[src/rtl/axi_rd_arbiter.sv]
// axi_rd_arbiter: shares one AXI read-address/read-data channel pair between
// the icache and dcache refill ports. Round-robin grant, one outstanding read
// per requester, R beats steered back to their owner by ID. Data reads wait
// until the write path has drained.
module axi_rd_arbiter #(
  parameter int unsigned LINE_WORDS = 4,
  parameter logic [3:0]  INST_ID    = 4'd0,
  parameter logic [3:0]  DATA_ID    = 4'd1
) (
  input  logic        clk,
  input  logic        resetn,
  input  logic        inst_rd_req,
  input  logic [2:0]  inst_rd_type,
  input  logic [31:0] inst_rd_addr,
  output logic        inst_rd_rdy,
  output logic        inst_ret_valid,
  output logic        inst_ret_last,
  output logic [31:0] inst_ret_data,
  input  logic        data_rd_req,
  input  logic [2:0]  data_rd_type,
  input  logic [31:0] data_rd_addr,
  output logic        data_rd_rdy,
  output logic        data_ret_valid,
  output logic        data_ret_last,
  output logic [31:0] data_ret_data,
  input  logic        wr_idle,
  output logic [3:0]  arid,
  output logic [31:0] araddr,
  output logic [7:0]  arlen,
  output logic [2:0]  arsize,
  output logic [1:0]  arburst,
  output logic [1:0]  arlock,
  output logic [3:0]  arcache,
  output logic [2:0]  arprot,
  output logic        arvalid,
  input  logic        arready,
  input  logic [3:0]  rid,
  input  logic [31:0] rdata,
  input  logic [1:0]  rresp,
  input  logic        rlast,
  input  logic        rvalid,
  output logic        rready,
  output logic        rd_err
);

  localparam logic [7:0] LINE_LEN = 8'(LINE_WORDS - 1);

  typedef enum logic {AR_IDLE, AR_SEND} ar_state_t;

  ar_state_t   state_q, state_d;
  logic        inst_busy, data_busy;
  logic        last_grant_data;
  logic        rready_q;
  logic        rd_err_q;
  logic        inst_cand, data_cand;
  logic        grant_inst, grant_data;
  logic        inst_hit, data_hit;
  logic        beat_taken;
  logic [2:0]  sel_type;
  logic [31:0] sel_addr;
  logic        unused_rresp;

  // Response codes carry no information this block acts on.
  assign unused_rresp = ^rresp;

  assign arburst = 2'b01;
  assign arlock  = 2'b00;
  assign arcache = 4'b0000;
  assign arprot  = 3'b000;
  assign rready  = rready_q;
  assign rd_err  = rd_err_q;

  // AR state register.
  always_ff @(posedge clk) begin
    if (!resetn) state_q <= AR_IDLE;
    else         state_q <= state_d;
  end

  // Grant selection and AR handshake; ties go to whoever was not granted last.
  always_comb begin
    state_d    = state_q;
    arvalid    = 1'b0;
    grant_inst = 1'b0;
    grant_data = 1'b0;
    inst_cand  = inst_rd_req && !inst_busy;
    data_cand  = data_rd_req && !data_busy && wr_idle;
    case (state_q)
      AR_IDLE: begin
        if (resetn) begin
          if (inst_cand && data_cand) begin
            grant_data = !last_grant_data;
            grant_inst = last_grant_data;
          end else begin
            grant_inst = inst_cand;
            grant_data = data_cand;
          end
          if (grant_inst || grant_data) state_d = AR_SEND;
        end
      end
      AR_SEND: begin
        arvalid = 1'b1;
        if (arready) state_d = AR_IDLE;
      end
      default: state_d = AR_IDLE;
    endcase
  end

  assign inst_rd_rdy = grant_inst;
  assign data_rd_rdy = grant_data;
  assign sel_type    = grant_data ? data_rd_type : inst_rd_type;
  assign sel_addr    = grant_data ? data_rd_addr : inst_rd_addr;

  // Latch the AR fields of the granted request; they stay put through AR_SEND.
  always_ff @(posedge clk) begin
    if (!resetn) begin
      araddr <= 32'd0;
      arlen  <= 8'd0;
      arsize <= 3'd0;
      arid   <= 4'd0;
    end else if (grant_inst || grant_data) begin
      araddr <= sel_addr;
      arlen  <= sel_type[2] ? LINE_LEN : 8'd0;
      arsize <= sel_type[2] ? 3'd2 : {1'b0, sel_type[1:0]};
      arid   <= grant_data ? DATA_ID : INST_ID;
    end
  end

  // Round-robin memory: remembers whether the last grant went to data.
  always_ff @(posedge clk) begin
    if (!resetn)                        last_grant_data <= 1'b0;
    else if (grant_inst || grant_data)  last_grant_data <= grant_data;
  end

  assign beat_taken = rvalid && rready_q;
  assign inst_hit   = beat_taken && (rid == INST_ID) && inst_busy;
  assign data_hit   = beat_taken && (rid == DATA_ID) && data_busy;

  assign inst_ret_valid = inst_hit;
  assign inst_ret_last  = inst_hit && rlast;
  assign inst_ret_data  = rdata;
  assign data_ret_valid = data_hit;
  assign data_ret_last  = data_hit && rlast;
  assign data_ret_data  = rdata;

  // Busy flags: set on grant, cleared by the owner's last beat.
  always_ff @(posedge clk) begin
    if (!resetn) begin
      inst_busy <= 1'b0;
      data_busy <= 1'b0;
    end else begin
      if (grant_inst)              inst_busy <= 1'b1;
      else if (inst_hit && rlast)  inst_busy <= 1'b0;
      if (grant_data)              data_busy <= 1'b1;
      else if (data_hit && rlast)  data_busy <= 1'b0;
    end
  end

  // rready comes up after reset; rd_err latches any beat nobody owns.
  always_ff @(posedge clk) begin
    if (!resetn) begin
      rready_q <= 1'b0;
      rd_err_q <= 1'b0;
    end else begin
      rready_q <= 1'b1;
      if (beat_taken && !inst_hit && !data_hit) rd_err_q <= 1'b1;
    end
  end

endmodule

[config.mk]
export PLATFORM = sky130hd
export DESIGN_NAME = axi_rd_arbiter
export DESIGN_NICKNAME = d
export VERILOG_FILES = /design/src/rtl/axi_rd_arbiter.sv
export SDC_FILE = /design/constraint.sdc
export NUM_CORES = 1
export LEC_CHECK = 0
export ABC_AREA = 1
export CAP_MARGIN = 20
export CORE_ASPECT_RATIO = 2
export CORE_UTILIZATION = 29
export CTS_CLUSTER_SIZE = 28
export DETAILED_ROUTE_END_ITERATION = 6
export DONT_BUFFER_PORTS = 1
export SKIP_LAST_GASP = 1
export SLEW_MARGIN = 20
export SYNTH_ARGS = -nofsm -noshare
export SYNTH_HDL_FRONTEND = slang
export SYNTH_SLANG_ARGS = --single-unit
[constraint.sdc]
create_clock -name clk -period 1.6 [get_ports clk]
set_input_delay 0.16 -clock clk [delete_from_list [all_inputs] [get_ports clk]]
set_output_delay 0.16 -clock clk [all_outputs]
set_load 0.005 [all_outputs]
==> results.sh, run 1 <==
export IMPL_period_minus_slack_ns=1.48
export IMPL_route_top_layer_used="met4"
export IMPL_vias=1890
export IMPL_timing_final_max_slew_violations=0
export IMPL_post_cts_repair_setup_buffers=0
export IMPL_dominant_combinational_cell_family_by_area_after_synthesis="buffers and inverters"
export IMPL_grt_pass1_vias=1792
export IMPL_routedLengthMet1_mm=1.89
export IMPL_post_synth_xor_area_fraction_pct=0
export IMPL_tns_ns=0
export IMPL_met2RoutedLength_mm=3.35
export IMPL_placed_cells=385
export IMPL_clk_pin_slew_ns=0.06
export IMPL_timing_final_crit_share_pct=92.4
export IMPL_synth_yosys_warnings=0
export IMPL_finalHoldViolCount=0
export IMPL_vias_per_cell=4.78
export IMPL_cap_violations=0
export IMPL_cts_buffers=5
export IMPL_placement_setup_worst_slack_ns=0.0912
export IMPL_grt_remaining_overflow=0
export IMPL_synth_seq_cells=41
export IMPL_dieWidth_um=69.2
export IMPL_run_status="completed"
export IMPL_htreeDepth=2
export IMPL_power_per_cell_area_mw_per_mm2=1150
export IMPL_area_growth_synth_to_final_pct=-10.5
export IMPL_yosys_cell_types_count=24
export IMPL_setup_viol_count_final=0
export IMPL_finish_instance_area_mm2=0.00235
export IMPL_design_final_nets=410
export IMPL_path_class="reg2out"
export IMPL_grt_total_usage_pct=13.8
export IMPL_worst_setup_path_start_kind="flop"
export IMPL_static_leakage_power_nw=1.16
export IMPL_grt_antenna_before_repair=0
export IMPL_postSynthCellCount=364
export IMPL_yosys_area_share_adder_pct=0
export IMPL_intPower_mw=1.96
export IMPL_critical_path_arrival_ns=1.32
export IMPL_io_buffers=0
export IMPL_clockPowerShare_pct=39.6
export IMPL_root_driver="clkbuf_16"
export IMPL_synthSimpleGateAreaFrac_pct=21.8
export IMPL_antenna_left=0
export IMPL_num_rows=48
export IMPL_critical_path_required_ns=1.44
export IMPL_placeableCoreArea_mm2=0.00871
export IMPL_detailed_place_area_mm2=0.00213
export IMPL_skew_ns=0.00216
export IMPL_num_antenna_cells=0
export IMPL_combinationalPowerShare_pct=14.4
export IMPL_hold_path_class="in2reg"
export IMPL_grt_first_pass_wirelength_mm=9.65
export IMPL_dieHeight_um=136
export IMPL_gp_congestion=0.820
export IMPL_peakVddDrop_mv=0.436
export IMPL_end_kind="output port"
export IMPL_drc=0
export IMPL_initial_core_util_pct=30.1
export IMPL_post_synth_mux_area_share_pct=0
export IMPL_first_iter_violations=23
export IMPL_share_of_layout_cells_above_drive_strength_1_pct=8.47
export IMPL_timing_reg2reg_worst_path_depth=9
export IMPL_pwr_share_seq_pct=46.1
export IMPL_synth_cell_area_mm2=0.00262
export IMPL_crit_path_max_fanout=3
export IMPL_detailedPlacementHpwl_mm=5.41
export IMPL_power_switching_share_pct=27.2
export IMPL_insertion_delay_ns=0.28
export IMPL_numClockSinks=41
export IMPL_setup_repair_after_global_routing_missed_its_margin="false"
export IMPL_final_setup_worst_slack_ns=0.122
export IMPL_post_synthesis_sequential_area_ratio_pct=31.3
export IMPL_routed_wirelength_mm=6.76
export IMPL_cts_tree="built"
export IMPL_synth_compound_area_share_pct=11.0
export IMPL_routed_wire_length_per_instance_um=17.1
export IMPL_cts_buffer_depth=2
export IMPL_p_sw_mw=0.731
export IMPL_dr_wl_met3_mm=1.05
export IMPL_drt_first_pass_iters=4
export IMPL_stdcell_count=395
export IMPL_worst_hold_path_num_cells=2
export IMPL_boundaryPins=247
export IMPL_grt_max_degree=40
export IMPL_design_die_area_mm2=0.00945
export IMPL_fmax_mhz=677
export IMPL_synth_avg_cell_area_um2=7.20
## power by group through the flow
stage	clock network, mW	logic, mW	registers (mW)
floorplan	0	0.490	1.23
finish	1.06	0.386	1.24
global route	1.15	0.445	1.25
detailed placement	0	0.376	1.26
global placement	0	0.364	1.26
CTS	1.11	0.381	1.24
## cell type report
| class | count | area [um2] |
|---|---|---|
| fill | 964 | 6360 |
| sequential | 41 | 821 |
| tap | 100 | 125 |
| multi-input combinational | 193 | 972 |
| timing repair buffer | 9 | 101 |
| clock buffer | 7 | 153 |
| inverter | 44 | 170 |
| clock inverter | 1 | 5.00 |
## worst max-delay path, cell delays in order (launching register included)
cell     delay [ns]
dfxtp_1        0.35
nand2_1        0.11
nor3_2         0.14
inv_1          0.07
nor2_2         0.15
nand2_1        0.11
inv_1          0.11
## final timing paths
check	start	slack (ns)	end
min reg2reg	inst_busy	0.47	inst_busy
min	resetn	0.03	state_q
max	rready	0.12	data_ret_last
max reg2reg	inst_busy	0.20	araddr[22]
## logic make-up (layout without fill, tap and decap cells)
group / Yosys count / in the layout
and+or+nand+nor: 132 / 132
DFF: 41 / 41
other: 2 / 21
buffers and inverters: 149 / 61
AOI/OAI and AO/OA: 40 / 40
## cell usage after synthesis
cell type / count / share of area (%)
a21oi_1: 3 / 0.57
buf_1: 1 / 0.14
buf_2: 7 / 1.3
buf_4: 90 / 26
buf_6: 4 / 1.7
clkbuf_1: 3 / 0.43
conb_1: 2 / 0.29
dfxtp_1: 41 / 31
inv_1: 42 / 6.0
inv_2: 2 / 0.29
nand2_1: 81 / 12
nand2_2: 1 / 0.24
nand3_1: 36 / 6.9
nand3_2: 1 / 0.38
nand3b_1: 1 / 0.29
nand4_1: 2 / 0.48
nor2_1: 6 / 0.86
nor2_2: 1 / 0.24
nor2_4: 1 / 0.43
nor3_1: 2 / 0.38
o211ai_1: 33 / 9.4
o21ai_0: 2 / 0.38
o21bai_1: 1 / 0.29
o31ai_1: 1 / 0.29
## routing by layer
layer,GRT usage (%),vias to the layer above
met5,0,-
met4,12.7,0
met3,9.56,39
met2,22.9,126
met1,10.1,820
li1,-,905
## placed cells by master, fill, tap and decap left out, drive strengths merged
cell type    count
nor3             2
nand4            2
inv             43
conb            21
clkinv           2
nand3           37
dlygate4sd3      2
o31ai            1
buf              7
clkbuf           7
o21bai           1
o21ai            2
a21oi            3
nand2           82
o211ai          33
nand3b           1
dfxtp           41
nor2             8
## metrics by stage
| step | hold slack [ns] | util [%] | power, mW |
|---|---|---|---|
| floorplan | 0.188 | - | 1.72 |
| global placement | 0.190 | 24.4 | 1.62 |
| detailed placement | 0.189 | 24.4 | 1.64 |
| CTS | 0.00985 | 26.5 | 2.74 |
| global route | 0.0135 | 27.0 | 2.85 |
| finish | 0.0258 | 27.0 | 2.69 |
## registers in the layout, summed over array words and instances, names as in the netlist
signal and count:
inst_busy 1, rready 1, rd_err 1, last_grant_data 1, arsize 2, state_q 1
data_busy 1, arlen 1, araddr 32
## timing repair
action | in CTS | in global routing
hold buffers | 2 | 0
gates resized for setup | 2 | 8
pin swaps | 0 | 0
endpoints found under the hold margin | 2 | 0
setup endpoints to repair | 2 | 13
(Power assumes the default switching activity.)
==> run 2: changes to the inputs <==
Settings changed: SETUP_SLACK_MARGIN from default to 0.2.
Clock period 1.6 ns to 1.9 ns, I/O delays scaled along.
==> results.sh, run 2 (synthesized netlist as in run 1, its figures left out) <==
export IMPL_rr_endpoint="araddr[22]"
export IMPL_root_driver="clkbuf_16"
export IMPL_io_buffers=0
export IMPL_largest_register_ffs=32
export IMPL_final_common_cell="nand2_1"
export IMPL_tns_ns=0
export IMPL_clockPowerShare_pct=42.9
export IMPL_end_kind="output port"
export IMPL_timing_final_crit_share_pct=79.9
export IMPL_grt_first_pass_wirelength_mm=9.89
export IMPL_routed_wirelength_mm=6.85
export IMPL_gp_congestion=0.807
export IMPL_top_flop_regs="araddr x32, arsize x2"
export IMPL_setup_viol_count_final=0
export IMPL_crit_path_max_fanout=3
export IMPL_numClockSinks=41
export IMPL_power_switching_share_pct=26.5
export IMPL_initial_core_util_pct=30.1
export IMPL_dieHeight_um=136
export IMPL_vias=1903
export IMPL_grt_antenna_before_repair=0
export IMPL_peakVddDrop_mv=0.423
export IMPL_run_status="completed"
export IMPL_cap_violations=0
export IMPL_grt_max_degree=71
export IMPL_area_growth_synth_to_final_pct=-12.3
export IMPL_path_class="reg2out"
export IMPL_share_of_layout_cells_above_drive_strength_1_pct=6.87
export IMPL_clk_pin_slew_ns=0.06
export IMPL_worstReg2RegStart="state_q"
export IMPL_hold_path_class="in2reg"
export IMPL_skew_ns=0.00575
export IMPL_vias_per_cell=4.85
export IMPL_antenna_left=0
export IMPL_first_iter_violations=51
export IMPL_r2r_setup_slack_ns=0.42
export IMPL_power_per_cell_area_mw_per_mm2=1030
export IMPL_placeableCoreArea_mm2=0.00871
export IMPL_timing_final_max_slew_violations=0
export IMPL_cts_buffer_depth=2
export IMPL_final_hold_worst_slack_ns=0.0125
export IMPL_critPathCapture="data_ret_last"
export IMPL_timing_reg2reg_worst_path_depth=7
export IMPL_design_final_nets=406
export IMPL_cts_buffers=5
export IMPL_pwr_share_seq_pct=44.3
export IMPL_htreeDepth=2
export IMPL_insertion_delay_ns=0.29
export IMPL_boundaryPins=247
export IMPL_drc=0
export IMPL_critical_path_arrival_ns=1.33
export IMPL_dieWidth_um=69.2
export IMPL_crit_path_start="rready"
export IMPL_setup_repair_after_global_routing_missed_its_margin="false"
export IMPL_period_minus_slack_ns=1.52
export IMPL_critPathMaxStageDelay_ns=0.34
export IMPL_routed_wire_length_per_instance_um=17.5
export IMPL_final_cell_mix="81 x nand2_1, 42 x inv_1, 41 x dfxtp_1"
export IMPL_finish_instance_area_mm2=0.00230
export IMPL_detailedPlacementHpwl_mm=5.20
export IMPL_p_sw_mw=0.626
export IMPL_worst_setup_path_start_kind="flop"
export IMPL_register_with_the_highest_flop_count="araddr"
export IMPL_combinationalPowerShare_pct=12.8
export IMPL_grt_pass1_vias=1800
export IMPL_finalHoldViolCount=0
export IMPL_num_rows=48
export IMPL_intPower_mw=1.73
export IMPL_detailed_place_area_mm2=0.00210
export IMPL_worstPathCellList="nand2_1, nor3_2, inv_1, nor2_2, nand2_1, inv_1"
export IMPL_design_die_area_mm2=0.00945
export IMPL_drt_first_pass_iters=4
export IMPL_static_leakage_power_nw=1.14
export IMPL_slowest_stage="dfxtp_1"
export IMPL_fmax_mhz=659
export IMPL_cts_tree="built"
export IMPL_grt_remaining_overflow=0
export IMPL_grt_total_usage_pct=14.1
export IMPL_critical_path_required_ns=1.71
-- run 2: how the worst min path moves through the flow --
| stage | startpoint | end | slack (ns) | cells past startpoint |
|---|---|---|---|---|
| finish | arready | state_q | 0.01 | 1 |
| global placement | resetn | rready | 0.22 | 0 |
| global route | arready | state_q | 0.03 | 1 |
| CTS | arready | state_q | 0.0006 | 1 |
| detailed placement | resetn | rready | 0.22 | 0 |
| floorplan | resetn | rready | 0.22 | 0 |
-- run 2: layer usage --
layer	up-vias	part of all wire (%)	global-route usage, %
met4	0	6.0	12.4
met1	844	28	10.7
met3	31	15	9.56
met2	129	51	23.8
li1	899	-	-
met5	-	0	0
-- run 2: final cells by class --
class	instances	area, um2
Timing Repair Buffer	5	65.1
Clock buffer	6	139
Inverter	44	165
Fill cell	956	6410
Multi-Input combinational cell	193	945
Antenna cell	1	2.50
Sequential cell	41	821
Tap cell	100	125
Clock inverter	2	37.5
-- run 2: critical path, delay by kind of cell (launching register included) --
family,cells,cell delay (ns)
AND/OR/NAND/NOR,4,0.53
flip-flops,1,0.34
buffers and inverters,2,0.17
-- run 2: metrics by stage --
step / power (mW) / std cells / util (%) / setup WS, ns
2_1_floorplan: 1.45 / 383 / - / 0.683
3_3_place_gp: 1.36 / 382 / 24.2 / 0.446
3_5_place_dp: 1.37 / 382 / 24.2 / 0.430
4_1_cts: 2.41 / 391 / 26.3 / 0.239
5_1_grt: 2.49 / 391 / 26.4 / 0.237
6_report: 2.36 / 392 / 26.4 / 0.383
-- run 2: power by group through the flow --
stage                     clock network, mW  registers, mW  logic, mW
after floorplan                           0           1.04      0.413
after global placement                    0           1.06      0.292
after detailed placement                  0           1.06      0.303
after CTS                              1.06           1.05      0.305
after global routing                   1.09           1.05      0.352
final                                  1.01           1.05      0.303
-- run 2: what timing repair did --
action	4_1_cts	5_1_grt
hold buffers	1	0
gates resized for setup	1	1
endpoints found under the setup margin	1	1
setup buffers	0	0
hold endpoints to repair	1	0
